--- config.mk ---
export PLATFORM = sky130hd
export DESIGN_NAME = accum_unit
export DESIGN_NICKNAME = d
export VERILOG_FILES = /design/src/rtl/accum_pkg.sv /design/src/rtl/mul_seq.sv /design/src/rtl/accum_unit.sv
export SDC_FILE = /design/constraint.sdc
export NUM_CORES = 1
export LEC_CHECK = 0
export BUFFER_PORTS_ARGS = -buffer_cell sky130_fd_sc_hd__buf_2
export CORE_AREA = 2 2 230 164
export CTS_BUF_LIST = sky130_fd_sc_hd__clkbuf_4 sky130_fd_sc_hd__clkbuf_8
export CTS_CLUSTER_SIZE = 12
export DETAILED_ROUTE_END_ITERATION = 6
export DIE_AREA = 0 0 232 166
export PLACE_DENSITY = 0.45
export RECOVER_POWER = 100
export SETUP_SLACK_MARGIN = 0.02
export SLEW_MARGIN = 20
export SYNTH_ARGS = -nofsm -noshare
export SYNTH_HDL_FRONTEND = slang
export SYNTH_SLANG_ARGS = --single-unit
--- constraint.sdc ---
create_clock -name clk -period 4.93 [get_ports clk]
set_input_delay 0.2465 -clock clk [delete_from_list [all_inputs] [get_ports clk]]
set_output_delay 0.2465 -clock clk [all_outputs]
set_load 0.01 [all_outputs]
--- src/rtl/accum_pkg.sv ---
// Shared definitions for the accumulator unit: datapath width, op codes and FSM states.
package accum_pkg;

  localparam int WIDTH = 16;

  typedef enum logic [2:0] {
    OP_LOAD = 3'b000,
    OP_ADD  = 3'b001,
    OP_SUB  = 3'b010,
    OP_AND  = 3'b011,
    OP_OR   = 3'b100,
    OP_XOR  = 3'b101,
    OP_MUL  = 3'b110,
    OP_CLR  = 3'b111
  } op_t;

  typedef enum logic {
    ST_IDLE = 1'b0,
    ST_MUL  = 1'b1
  } state_t;

endpackage

--- src/rtl/mul_seq.sv ---
// Sequential shift-add unsigned multiplier, one multiplier bit per clock, LSB first.
// done and product are combinational on the final step so the caller can latch on that edge.
module mul_seq #(
  parameter int WIDTH = accum_pkg::WIDTH
) (
  input  logic               clk,
  input  logic               rst,
  input  logic               start,
  input  logic [WIDTH-1:0]   mcand,
  input  logic [WIDTH-1:0]   mplier,
  output logic               done,
  output logic [2*WIDTH-1:0] product
);

  localparam int CW = $clog2(WIDTH + 1);

  logic                 running;
  logic [CW-1:0]        cnt;
  logic [2*WIDTH-1:0]   mcand_q;
  logic [2*WIDTH-1:0]   prod_q;
  logic [WIDTH-1:0]     mplier_q;
  logic [2*WIDTH-1:0]   partial;

  assign partial = mplier_q[0] ? mcand_q : '0;
  assign product = prod_q + partial;
  assign done    = running && (cnt == CW'(WIDTH - 1));

  always_ff @(posedge clk or posedge rst) begin
    if (rst) begin
      running <= 1'b0;
      cnt     <= '0;
    end else if (start) begin
      running <= 1'b1;
      cnt     <= '0;
    end else if (running) begin
      cnt <= cnt + CW'(1);
      if (done) running <= 1'b0;
    end
  end

  // Data registers carry no reset; running gates every use of them.
  always_ff @(posedge clk) begin
    if (start) begin
      mcand_q  <= {{WIDTH{1'b0}}, mcand};
      mplier_q <= mplier;
      prod_q   <= '0;
    end else if (running) begin
      prod_q   <= product;
      mcand_q  <= mcand_q << 1;
      mplier_q <= mplier_q >> 1;
    end
  end

endmodule

--- src/rtl/accum_unit.sv ---
// Accumulator with single-cycle ALU ops and a 16-cycle shift-add multiply.
// Flags and acc update together; done pulses the cycle after a result lands.
module accum_unit #(
  parameter int WIDTH = accum_pkg::WIDTH
) (
  input  logic             clk,
  input  logic             rst,
  input  logic [WIDTH-1:0] in_data,
  input  logic [2:0]       op,
  input  logic             in_valid,
  output logic             in_ready,
  output logic [WIDTH-1:0] acc_out,
  output logic             done,
  output logic             busy,
  output logic             zero,
  output logic             carry,
  output logic             ovf
);

  import accum_pkg::*;

  state_t               state;
  logic                 accept;
  logic                 accept_mul;
  logic [WIDTH:0]       ext;
  logic [WIDTH-1:0]     alu_res;
  logic                 alu_carry;
  logic                 alu_ovf;
  logic                 mul_done;
  logic [2*WIDTH-1:0]   mul_prod;

  function automatic logic add_ovf(input logic signed [WIDTH-1:0] a,
                                   input logic signed [WIDTH-1:0] b,
                                   input logic signed [WIDTH-1:0] s);
    return ((a < 0) == (b < 0)) && ((s < 0) != (a < 0));
  endfunction

  function automatic logic sub_ovf(input logic signed [WIDTH-1:0] a,
                                   input logic signed [WIDTH-1:0] b,
                                   input logic signed [WIDTH-1:0] d);
    return ((a < 0) != (b < 0)) && ((d < 0) != (a < 0));
  endfunction

  assign in_ready   = (state == ST_IDLE);
  assign busy       = (state == ST_MUL);
  assign accept     = in_valid && in_ready;
  assign accept_mul = accept && (op_t'(op) == OP_MUL);

  always_comb begin
    ext       = '0;
    alu_res   = acc_out;
    alu_carry = 1'b0;
    alu_ovf   = 1'b0;
    case (op_t'(op))
      OP_LOAD: alu_res = in_data;
      OP_ADD: begin
        ext       = {1'b0, acc_out} + {1'b0, in_data};
        alu_res   = ext[WIDTH-1:0];
        alu_carry = ext[WIDTH];
        alu_ovf   = add_ovf(acc_out, in_data, ext[WIDTH-1:0]);
      end
      // The extra bit of the widened difference is the unsigned borrow.
      OP_SUB: begin
        ext       = {1'b0, acc_out} - {1'b0, in_data};
        alu_res   = ext[WIDTH-1:0];
        alu_carry = ext[WIDTH];
        alu_ovf   = sub_ovf(acc_out, in_data, ext[WIDTH-1:0]);
      end
      OP_AND:  alu_res = acc_out & in_data;
      OP_OR:   alu_res = acc_out | in_data;
      OP_XOR:  alu_res = acc_out ^ in_data;
      OP_CLR:  alu_res = '0;
      default: alu_res = acc_out;
    endcase
  end

  mul_seq #(.WIDTH(WIDTH)) u_mul (
    .clk     (clk),
    .rst     (rst),
    .start   (accept_mul),
    .mcand   (acc_out),
    .mplier  (in_data),
    .done    (mul_done),
    .product (mul_prod)
  );

  always_ff @(posedge clk or posedge rst) begin
    if (rst) begin
      state   <= ST_IDLE;
      acc_out <= '0;
      zero    <= 1'b0;
      carry   <= 1'b0;
      ovf     <= 1'b0;
      done    <= 1'b0;
    end else begin
      done <= 1'b0;
      case (state)
        ST_IDLE: begin
          if (accept_mul) begin
            state <= ST_MUL;
          end else if (accept) begin
            acc_out <= alu_res;
            zero    <= (alu_res == '0);
            carry   <= alu_carry;
            ovf     <= alu_ovf;
            done    <= 1'b1;
          end
        end
        ST_MUL: begin
          if (mul_done) begin
            state   <= ST_IDLE;
            acc_out <= mul_prod[WIDTH-1:0];
            zero    <= (mul_prod[WIDTH-1:0] == '0);
            carry   <= |mul_prod[2*WIDTH-1:WIDTH];
            ovf     <= 1'b0;
            done    <= 1'b1;
          end
        end
        default: state <= ST_IDLE;
      endcase
    end
  end

endmodule

==> out/results.ini, run 1 <==
[finish]
mostFrequentLayoutCells = nor2_1 (127), ha_1 (84), a21oi_1 (76)
n_antenna_cell = 0
drive_above_1_share_pct = 8.08
final_common_cell = nor2_1
fin_cells = 1577
fin_util_pct = 27.1
fill_cells = 3978
nNetsFinal = 1193
areaGrowthSynthToFinish_pct = 10.1

[run_status]
violations = capacitance limit, slew limit
status = finished with violations

[timing]
fin_hold_ws_ps = 189
worstMarginPinSlew_ps = 1790
drv_slew = 81
setup_viol_count_final = 0
hold_viol = 0
relSlewSlack_pct = -19.6
post-route-period-util_pct = 87.6
fin_worst_skew_ps = 26.7
max_freq_mhz = 231
layout_min_cycle_time_ps = 4320
rsz0062_at_grt = false
setup_tns_ps = 0
setup_ws_ps = 609

[yosys]
synth-main-ff-cell = dfxtp_1
synth.distinct_cells = 75
synth_edf_count = 32
synth_async_sr_flop_share_pct = 25.2
syn_nets = 1176
synth_cells = 1067
syn-cell-area_um2 = 9000
yosysWarnings = 0
ys_ff_latch = 107
synth_area_per_cell_um2 = 8.44
ys_seq_area_share_pct = 28.9

[global_routing]
grt_use_total_pct = 15.0
grt_use_met2_pct = 19.1
grt_max_degree = 53
grtUsageMet1_pct = 25.3
grt_pass1_vias = 7396
top_usage_layer = met1
grt_pass1_wl_um = 45200
grt_antenna_before_repair = 0
gr-total-overflow = 0
gr-usage-met3_pct = 2.58

[setup_path]
critPathCaptureType = flop
arrival_ps = 4650
path_max_fanout = 4
setup.worst_path.start_class = flop
path_class = flop to flop
rrSetupSlack_ps = 610
rr_worst_depth = 14
r2r_start = acc_out[0]$_DFFE_PP0P_
cp.required_ps = 5260
timing.rr.end = zero$_DFFE_PP0P_

[pwr]
vdd_drop_max_uv = 238
p_per_area_nw_per_um2 = 720
power_leakage_uw = 0.00425

[cts]
clock-sinks = 107
cts_buffer_depth = 2
clk_pin_slew_ps = 130
htreeDepth = 3
numCtsBuffers = 9
cts-root-buf = clkbuf_8
clkLatencyLatePin_ps = 420
cts_tree = done

[run]
cap_violations = 2

[worst_hold_path]
hp-class = input pin to flop
whs_path_depth = 2
min-delay-start = in_data[5]
min_to = u_mul.mplier_q[5]$_DFFE_PP_

[route]
drt_wl_total_um = 28800
vias_per_cell = 5.04
wl_per_cell_um = 18.2
drcViolationCount = 0
firstDrtPassIters = 5
ant_nets = 0
drt_iter0_drc = 699
dr_total_vias = 7943

[place]
numPlacedInstances = 1560
dp_hpwl_um = 22000
io_buffers = 43
post-place-ws_ps = 913
gp_congestion = 0.889

[floorplanning]
initial_utilization_pct = 24.6
num_rows = 59
core-area_um2 = 36500
die_area_um2 = 38500
dieHeight_um = 166
die_w_um = 232
ioPinCount = 44

[worst max-delay path: stages (launching register included)]
cell and delay, ps:
dfrtp_1 430, inv_1 130, ha_1 180, inv_1 50, fa_1 370, nor2b_1 170, o21ai_0 390, nand4_1 250
a311o_1 460, a221o_1 390, a211oi_4 310, o22ai_1 150, a221o_1 330, or4b_1 480, o21ai_0 150
[report_power, final]
part | switching (uW) | total [uW] | internal, uW
combinational | 2850 | 4720 | 1870
sequential | 382 | 1840 | 1450
clock | 334 | 582 | 248
[flip-flops by register name (all words and copies together) (netlist names)]
name,count
acc_out,16
done,1
u_mul.cnt,5
zero,1
carry,1
u_mul.mcand_q,32
u_mul.mplier_q,16
u_mul.prod_q,32
busy,1
ovf,1
u_mul.running,1
[synthesized netlist by cell type (6+ instances only)]
cell type	count	share of area, %
o21ai_0	54	3.0
dfxtp_1	48	11
and3_1	8	0.56
nand2b_1	8	0.56
buf_1	6	0.25
a21o_1	18	1.5
xnor2_1	22	2.1
and2_1	34	2.4
o211ai_1	9	0.75
o21a_1	11	0.92
a211oi_1	12	1.0
nor3_1	16	0.89
a31oi_1	14	0.97
xor2_1	14	1.4
dfrtp_1	27	7.5
a21oi_1	76	4.2
nand2_1	62	2.6
mux2_2	32	4.0
nand3_1	23	1.3
ha_1	84	12
o22ai_1	9	0.63
inv_1	54	2.3
a22oi_1	9	0.75
nor2_1	127	5.3
edfxtp_1	32	11
nand4_1	9	0.63
nor2b_1	22	1.5
mux2i_1	57	6.3
clkbuf_1	49	2.0
a221oi_1	13	1.3
o21ai_1	6	0.33
[layer usage]
| metal | wire (um) | share of wire (%) |
|---|---|---|
| met3 | 1570 | 5.4 |
| met2 | 10700 | 37 |
| met4 | 242 | 0.84 |
| met1 | 16300 | 57 |
| met5 | 0 | 0 |
[how the worst max path moves through the flow]
stage,startpoint,to,slack [ps]
2_1_floorplan,op[2],u_mul.mcand_q[0]$_SDFFCE_PN0P_,950
3_5_place_dp,u_mul.mplier_q[0]$_DFFE_PP_,carry$_DFFE_PP0P_,910
6_report,acc_out[0]$_DFFE_PP0P_,zero$_DFFE_PP0P_,610
4_1_cts,u_mul.mplier_q[0]$_DFFE_PP_,carry$_DFFE_PP0P_,870
3_3_place_gp,u_mul.mplier_q[0]$_DFFE_PP_,carry$_DFFE_PP0P_,950
5_1_grt,u_mul.running$_DFF_PP0_,u_mul.mcand_q[13]$_DFFE_PP_,350
[repair_timing]
action                                 in CTS  in global routing
hold buffers                                1                  0
setup buffers                               0                  0
endpoints found under the hold margin      27                  0
resized for setup                           0                  0
[cell families after synthesis]
logic type                 synth area share [%]
adders and majority gates                  12.3
xor gates and xnor gates                   3.50
AOI/OAI and AO/OA                          22.0
and+or+nand+nor                            17.8
muxes                                      10.6
DFF                                        28.9
buffers and inverters                      4.85
[cell type report]
cell class | instances | area [um^2] | share of cell area, %
inverters | 56 | 210 | 2.12
repair buffers | 65 | 325 | 3.28
well taps | 488 | 611 | 6.16
multi-input cells | 845 | 5960 | 60.2
clock buffers | 10 | 138 | 1.39
flip-flops and latches | 107 | 2600 | 26.2
clock inverters | 6 | 65.1 | 0.657
[per-stage QoR]
step | power, uW | instance area (um^2)
3_5_place_dp | 6550 | 9790
4_1_cts | 7170 | 10000
3_3_place_gp | 6550 | 9790
6_report | 7140 | 9910
5_1_grt | 7810 | 9910
2_1_floorplan | 5230 | 9000
No activity file was read; power rests on OpenSTA's default activity.
==> run 2, diff against run 1 <==
--- a/config.mk
+++ b/config.mk
@@ -6,14 +6,15 @@
 export NUM_CORES = 1
 export LEC_CHECK = 0
 export BUFFER_PORTS_ARGS = -buffer_cell sky130_fd_sc_hd__buf_2
-export CORE_AREA = 2 2 230 164
+export CORE_AREA = 2 2 139 100
 export CTS_BUF_LIST = sky130_fd_sc_hd__clkbuf_4 sky130_fd_sc_hd__clkbuf_8
 export CTS_CLUSTER_SIZE = 12
 export DETAILED_ROUTE_END_ITERATION = 6
-export DIE_AREA = 0 0 232 166
-export PLACE_DENSITY = 0.45
+export DIE_AREA = 0 0 141 102
+export PLACE_DENSITY = 0.94
 export RECOVER_POWER = 100
 export SETUP_SLACK_MARGIN = 0.02
+export SKIP_CTS_REPAIR_TIMING = 1
 export SLEW_MARGIN = 20
 export SYNTH_ARGS = -nofsm -noshare
 export SYNTH_HDL_FRONTEND = slang
==> constraint.sdc (replaced) <==
create_clock -name clk -period 5.3 [get_ports clk]
set_input_delay 0.265 -clock clk [delete_from_list [all_inputs] [get_ports clk]]
set_output_delay 0.265 -clock clk [all_outputs]
set_load 0.01 [all_outputs]
==> out/results.ini, run 2 (synthesis results as in run 1) <==
[setup_path]
critPathCaptureType = flop
path_max_fanout = 4  ; unchanged
path_class = flop to flop
rr_worst_depth = 14  ; unchanged
arrival_ps = 4830  ; +180 ps
timing.rr.end = zero$_DFFE_PP0P_
setup.worst_path.start_class = flop
cp.required_ps = 5620  ; +360 ps
r2r_start = acc_out[0]$_DFFE_PP0P_
rrSetupSlack_ps = 790  ; +180 ps

[global_routing]
grtUsageMet1_pct = 51.0  ; +26 points
top_usage_layer = met2
grt_max_degree = 77  ; +45%
gr-total-overflow = 0  ; unchanged
grt_use_total_pct = 35.0  ; +20 points
grt_use_met2_pct = 52.3  ; +33 points
grt_antenna_before_repair = 0  ; unchanged
grt_pass1_wl_um = 40000  ; -12%
grt_pass1_vias = 7742  ; +4.7%
gr-usage-met3_pct = 9.61  ; +7.0 points

[finish]
drive_above_1_share_pct = 7.44  ; -0.64 points
final_common_cell = nor2_1
reg_top3 = u_mul.mcand_q: 32 flops, u_mul.prod_q: 32 flops
fill_cells = 969  ; -76%
n_antenna_cell = 0  ; unchanged
areaGrowthSynthToFinish_pct = 5.02
fin_cells = 1241  ; -21%
mostFrequentLayoutCells = nor2_1 (127), ha_1 (84), a21oi_1 (76)
nNetsFinal = 1179  ; -1.2%

[run]
cap_violations = 1  ; -1

[pwr]
clkPwrFrac_pct = 8.0  ; -0.2 points
comb_power_share_pct = 66.2  ; about the same
p_total_uw = 6640  ; -7.0%
vdd_drop_max_uv = 360  ; +51%
swShare_pct = 50.7  ; +0.68 points
power_leakage_uw = 0.00422  ; -0.61%
seqPwrFrac_pct = 25.8  ; about the same
switchingPower_uw = 3360  ; -5.7%
p_per_area_nw_per_um2 = 702  ; -2.5%
cellInternalPower_uw = 3270  ; -8.3%

[route]
drt_iter0_drc = 1000  ; +43%
firstDrtPassIters = 5  ; unchanged
drt_wl_total_um = 25100  ; -13%
vias_per_cell = 6.83  ; +36%
dr_total_vias = 8480  ; +6.8%
ant_nets = 0  ; unchanged
wl_per_cell_um = 20.3  ; +11%
drcViolationCount = 0  ; unchanged

[timing]
hold_viol = 0  ; unchanged
max_freq_mhz = 222  ; -4.2%
rsz0062_at_grt = false
relSlewSlack_pct = -7.52  ; +12 points
worstMarginPinSlew_ps = 1600  ; -192 ps
fin_worst_skew_ps = 15.5  ; -11.2 ps
fin_hold_ws_ps = 208  ; +19.2 ps
setup_viol_count_final = 0  ; unchanged
post-route-period-util_pct = 85.1  ; -2.5 points
drv_slew = 14  ; -83%
setup_ws_ps = 789  ; +181 ps
setup_tns_ps = 0  ; unchanged
layout_min_cycle_time_ps = 4510  ; +189 ps

[floorplanning]
die_w_um = 141  ; -39%
die_area_um2 = 14400  ; -63%
core-area_um2 = 13000  ; -64%
ioPinCount = 44  ; unchanged
num_rows = 35  ; -41%
initial_utilization_pct = 69.2  ; +45 points
dieHeight_um = 102  ; -39%

[run_status]
status = finished with violations
violations = capacitance limit, slew limit

[cts]
htreeDepth = 3  ; unchanged
clk_pin_slew_ps = 120  ; about the same
cts_buffer_depth = 2  ; unchanged
cts_tree = done
clkLatencyLatePin_ps = 400  ; -20 ps
numCtsBuffers = 9  ; unchanged
clock-sinks = 107  ; unchanged
cts-root-buf = clkbuf_8

[place]
numPlacedInstances = 1223  ; -22%
dp_hpwl_um = 18300  ; -17%
gp_congestion = 0.987  ; +11%
io_buffers = 43  ; unchanged
post-place-ws_ps = 1260  ; +351 ps

[worst_hold_path]
min_to = u_mul.mplier_q[2]$_DFFE_PP_
whs_path_depth = 2  ; unchanged
min-delay-start = in_data[2]
hp-class = input pin to flop

-- run 2: changes by cell type in the layout (fill, tap and decap cells not counted), moves of 2 or more --
cell / delta
clkbuf_1: -6
clkbuf_2: -2
clkinvlp_4: -3
clkinv_8: +2
buf_4: -8
-- run 2: cell type report --
| cell class | instances | area, um^2 | share of cell area, % |
|---|---|---|---|
| Multi-Input combinational cell | 845 | 5950 | 62.9 |
| Sequential cell | 107 | 2600 | 27.5 |
| Timing Repair Buffer | 51 | 280 | 2.96 |
| Inverter | 56 | 210 | 2.22 |
| Tap cell | 166 | 208 | 2.20 |
| Clock buffer | 9 | 124 | 1.31 |
| Clock inverter | 7 | 83.8 | 0.887 |
-- run 2: critical path, stage by stage (launching register included) --
cell	delay, ps
dfrtp_1	430
inv_1	140
ha_1	180
inv_1	60
fa_1	400
nor2b_1	180
o21ai_0	350
nand4_1	250
a311o_1	460
a221o_1	360
a211oi_1	460
o22ai_1	210
a221o_1	350
or4b_1	460
o21ai_0	150
-- run 2: power by group through the flow --
stage	combinational (uW)	clock, uW	sequential, uW
2_1_floorplan	3250	0	1620
3_3_place_gp	4060	0	1690
3_5_place_dp	4260	0	1710
4_1_cts	4300	535	1690
5_1_grt	4790	558	1750
6_report	4400	530	1710
-- run 2: per-layer routing --
metal | wire [um] | part of all wire [%]
met1 | 10900 | 43
met2 | 10500 | 42
met3 | 3250 | 13
met4 | 459 | 1.8
met5 | 0 | 0
-- run 2: worst max-delay path by stage --
stage                                      from                        endpoint  slack, ps  cells past startpoint
floorplan                                 op[2]  u_mul.mcand_q[0]$_SDFFCE_PN0P_       1300                      5
global placement    u_mul.mplier_q[0]$_DFFE_PP_               carry$_DFFE_PP0P_       1470                     13
detailed placement  u_mul.mplier_q[0]$_DFFE_PP_               carry$_DFFE_PP0P_       1260                     13
global route             acc_out[0]$_DFFE_PP0P_                zero$_DFFE_PP0P_        630                     14
CTS                 u_mul.mplier_q[0]$_DFFE_PP_               carry$_DFFE_PP0P_       1240                     13
finish                   acc_out[0]$_DFFE_PP0P_                zero$_DFFE_PP0P_        790                     14
-- run 2: metrics by stage --
stage,instance area [um^2],utilization [%]
3_5_place_dp,9280,71.3
6_report,9450,72.7
4_1_cts,9480,72.9
5_1_grt,9450,72.7
2_1_floorplan,9000,-
3_3_place_gp,9280,71.3
==> run 3, diff against run 2 <==
--- a/config.mk
+++ b/config.mk
@@ -5,12 +5,13 @@
 export SDC_FILE = /design/constraint.sdc
 export NUM_CORES = 1
 export LEC_CHECK = 0
+export ABC_AREA = 1
 export BUFFER_PORTS_ARGS = -buffer_cell sky130_fd_sc_hd__buf_2
-export CORE_AREA = 2 2 139 100
+export CORE_AREA = 2 2 144 104
 export CTS_BUF_LIST = sky130_fd_sc_hd__clkbuf_4 sky130_fd_sc_hd__clkbuf_8
 export CTS_CLUSTER_SIZE = 12
 export DETAILED_ROUTE_END_ITERATION = 6
-export DIE_AREA = 0 0 141 102
+export DIE_AREA = 0 0 146 106
 export PLACE_DENSITY = 0.94
 export RECOVER_POWER = 100
 export SETUP_SLACK_MARGIN = 0.02
==> out/results.ini, run 3 <==
[run_status]
status = finished with violations
violations = DRC, capacitance limit, slew limit

[yosys]
synth_cells = 1565  ; +47%
ys_ff_latch = 107  ; unchanged
synth.distinct_cells = 41  ; -45%
synth_async_sr_flop_share_pct = 25.2  ; unchanged
synth_area_leaders = nand2_1 (19%), ha_1 (11%), dfxtp_1 (9.9%)
yosys.area.top_type_share_pct = 18.7  ; +7.0 points
synth-main-ff-cell = dfxtp_1
synth_area_per_cell_um2 = 6.20  ; -27%
synth_most_common_cell = nand2_1
syn_nets = 1674  ; +42%
ys_seq_area_share_pct = 26.8  ; -2.1 points
syn-cell-area_um2 = 9700  ; +7.7%
yosysTopAreaCell = nand2_1
yosysWarnings = 0  ; unchanged
synth_edf_count = 32  ; unchanged
yosys-top-cells-count = nand2_1 (483), inv_1 (251), nor2_1 (130)

[floorplanning]
core-area_um2 = 14300  ; +9.6%
dieHeight_um = 106  ; +3.9%
initial_utilization_pct = 68.0  ; -1.2 points
num_rows = 37  ; +5.7%
die_area_um2 = 15500  ; +7.6%
die_w_um = 146  ; +3.5%
ioPinCount = 44  ; unchanged

[place]
io_buffers = 43  ; unchanged
numPlacedInstances = 1762  ; +44%
gp_congestion = 1.11  ; +12%
dp_hpwl_um = 24600  ; +34%

[finish]
areaGrowthSynthToFinish_pct = 4.99  ; about the same
drive_above_1_share_pct = 3.47  ; -4.0 points
nNetsFinal = 1689  ; +43%
mostFrequentLayoutCells = nand2_1 (484), inv_1 (254), nor2_1 (131)
multi_input_area_um2 = 5890  ; -0.93%
n_antenna_cell = 0  ; unchanged
fill_cells = 1267  ; +31%
regArea_um2 = 2600  ; about the same
final_common_cell = nand2_1
reg_top3 = u_mul.mcand_q: 32 flops, u_mul.prod_q: 32 flops
fin_cells = 1780  ; +43%

[timing]
hold_viol = 0  ; unchanged
drv_slew = 142  ; +128
layout_min_cycle_time_ps = 4080  ; -430 ps
post-route-period-util_pct = 77.0  ; -8.1 points
rsz0062_at_grt = false
fin_worst_skew_ps = 22.5  ; +7.00 ps
max_freq_mhz = 245  ; +11%
setup_viol_count_final = 0  ; unchanged
worstMarginPinSlew_ps = 1890  ; +291 ps
relSlewSlack_pct = -26.4  ; -19 points
setup_tns_ps = 0  ; unchanged

[setup_path]
max_stage_delay_ps = 1260  ; +800 ps
slowest_stage = clkbuf_2
arrival_ps = 4390  ; -440 ps
r2r_start = busy$_DFF_PP0_
path_class = flop to flop
cp.required_ps = 5610  ; about the same
crit_start = busy$_DFF_PP0_
crit_end = u_mul.mcand_q[27]$_SDFFE_PP0P_
rrSetupSlack_ps = 1220  ; +430 ps
timing.rr.end = u_mul.mcand_q[27]$_SDFFE_PP0P_
setup.worst_path.start_class = flop
path_max_fanout = 90  ; +86
cp_cell_sequence = clkinv_1 -> nand3_1 -> clkbuf_2 -> nand2_1 -> o22ai_1
rr_worst_depth = 5  ; -9
critPathCaptureType = flop

[global_routing]
grt_pass1_vias = 9109  ; +18%
grt_antenna_before_repair = 1  ; +1
grt_pass1_wl_um = 48500  ; +21%
gr-total-overflow = 0  ; unchanged
grt_use_total_pct = 39.8  ; +4.9 points
grt_max_degree = 91  ; +18%

[route]
wl_per_cell_um = 17.7  ; -13%
drt_iter0_drc = 1892  ; +89%
vias_per_cell = 5.97  ; -13%
ant_nets = 0  ; unchanged
dr_total_vias = 10600  ; +25%
drt_wl_total_um = 31400  ; +25%
firstDrtPassIters = 7  ; +2
drcViolationCount = 1  ; +1

[pwr]
cellInternalPower_uw = 2990  ; -8.8%
comb_power_share_pct = 67.0  ; +0.8 points
p_total_uw = 6890  ; +3.8%
p_per_area_nw_per_um2 = 677  ; -3.6%
swShare_pct = 56.7  ; +6.0 points
power_leakage_uw = 0.00560  ; +33%
seqPwrFrac_pct = 24.7  ; -1.1 points
clkPwrFrac_pct = 8.3  ; +0.3 points
switchingPower_uw = 3900  ; +16%
vdd_drop_max_uv = 560  ; +56%

[cts]
htreeDepth = 3  ; unchanged
cts_tree = done
clkLatencyLatePin_ps = 410  ; about the same
cts-root-buf = clkbuf_8
clk_pin_slew_ps = 130  ; about the same
cts_buffer_depth = 2  ; unchanged
clock-sinks = 107  ; unchanged
numCtsBuffers = 9  ; unchanged

[worst_hold_path]
whs_path_depth = 3  ; +1
hp-class = input pin to flop

[run]
cap_violations = 2  ; +1

run 3: cell types whose count changed after synthesis, sizes merged, moves of 13 or more:
cell,previous run,this run
nand2,62,486
inv,56,262
nand3,23,131
mux2i,57,0
o21ai,61,115
mux2,32,0
and2,34,3
clkbuf,49,25
nor2b,23,0
o22ai,9,30
a21o,18,1
xnor2,22,5
a221oi,13,0
run 3: area by class of cell:
class / instances / share of cell area (%)
Sequential cell: 107 / 25.5
Clock inverter: 7 / 0.983
Multi-Input combinational cell: 1148 / 57.9
Tap cell: 195 / 2.40
Clock buffer: 9 / 1.22
Inverter: 264 / 9.73
Timing Repair Buffer: 50 / 2.25
run 3: worst max-delay path, delay by kind of cell, from the launching register on:
family / cells / cell delay [ps]
AND/OR/NAND/NOR: 2 / 1390
buffers and inverters: 2 / 1760
flip-flops: 1 / 370
AO/OA/AOI/OAI: 1 / 450
run 3: kinds of logic (layout without fill, tap and decap cells):
group	Yosys count	count (layout)	share of synthesized area, %
AOI/OAI and AO/OA	251	251	14.1
xor gates and xnor gates	18	18	1.63
adders and majority gates	87	87	11.5
buffers and inverters	310	330	12.4
DFF	107	107	26.8
and+or+nand+nor	792	792	33.6
run 3: power by group through the flow:
stage / clock network, uW / logic, uW / registers (uW)
after global placement: 0 / 4270 / 1690
after detailed placement: 0 / 4380 / 1710
final: 572 / 4620 / 1700
after CTS: 575 / 4430 / 1690
after global routing: 606 / 5080 / 1740
after floorplan: 0 / 3250 / 1580
run 3: worst min path at each step:
stage                                 start                      endpoint  slack (ps)
2_1_floorplan                           rst        acc_out[0]$_DFFE_PP0P_         320
3_3_place_gp   u_mul.prod_q[8]$_SDFFE_PP0P_  u_mul.prod_q[8]$_SDFFE_PP0P_         450
3_5_place_dp   u_mul.prod_q[6]$_SDFFE_PP0P_  u_mul.prod_q[6]$_SDFFE_PP0P_         460
4_1_cts                                 rst             carry$_DFFE_PP0P_         130
5_1_grt                         in_data[13]  u_mul.mplier_q[13]$_DFFE_PP_         300
6_report                        in_data[13]  u_mul.mplier_q[13]$_DFFE_PP_         290
run 3: metal layers:
layer  wire length, um  track usage [%]
met4               385             5.34
met3              5520             12.7
met2             12000             54.0
met1             13600             62.5
met5                 0                0
run 3: per-stage QoR:
stage / instance area [um^2] / utilization [%] / hold slack [ps] / worst slack [ps]
3_5_place_dp: 9990 / 70.1 / 459 / 1790
2_1_floorplan: 9700 / - / 318 / 2670
6_report: 10200 / 71.4 / 286 / 1220
4_1_cts: 10200 / 71.6 / 135 / 1760
5_1_grt: 10200 / 71.4 / 305 / 944
3_3_place_gp: 9990 / 70.1 / 447 / 1960
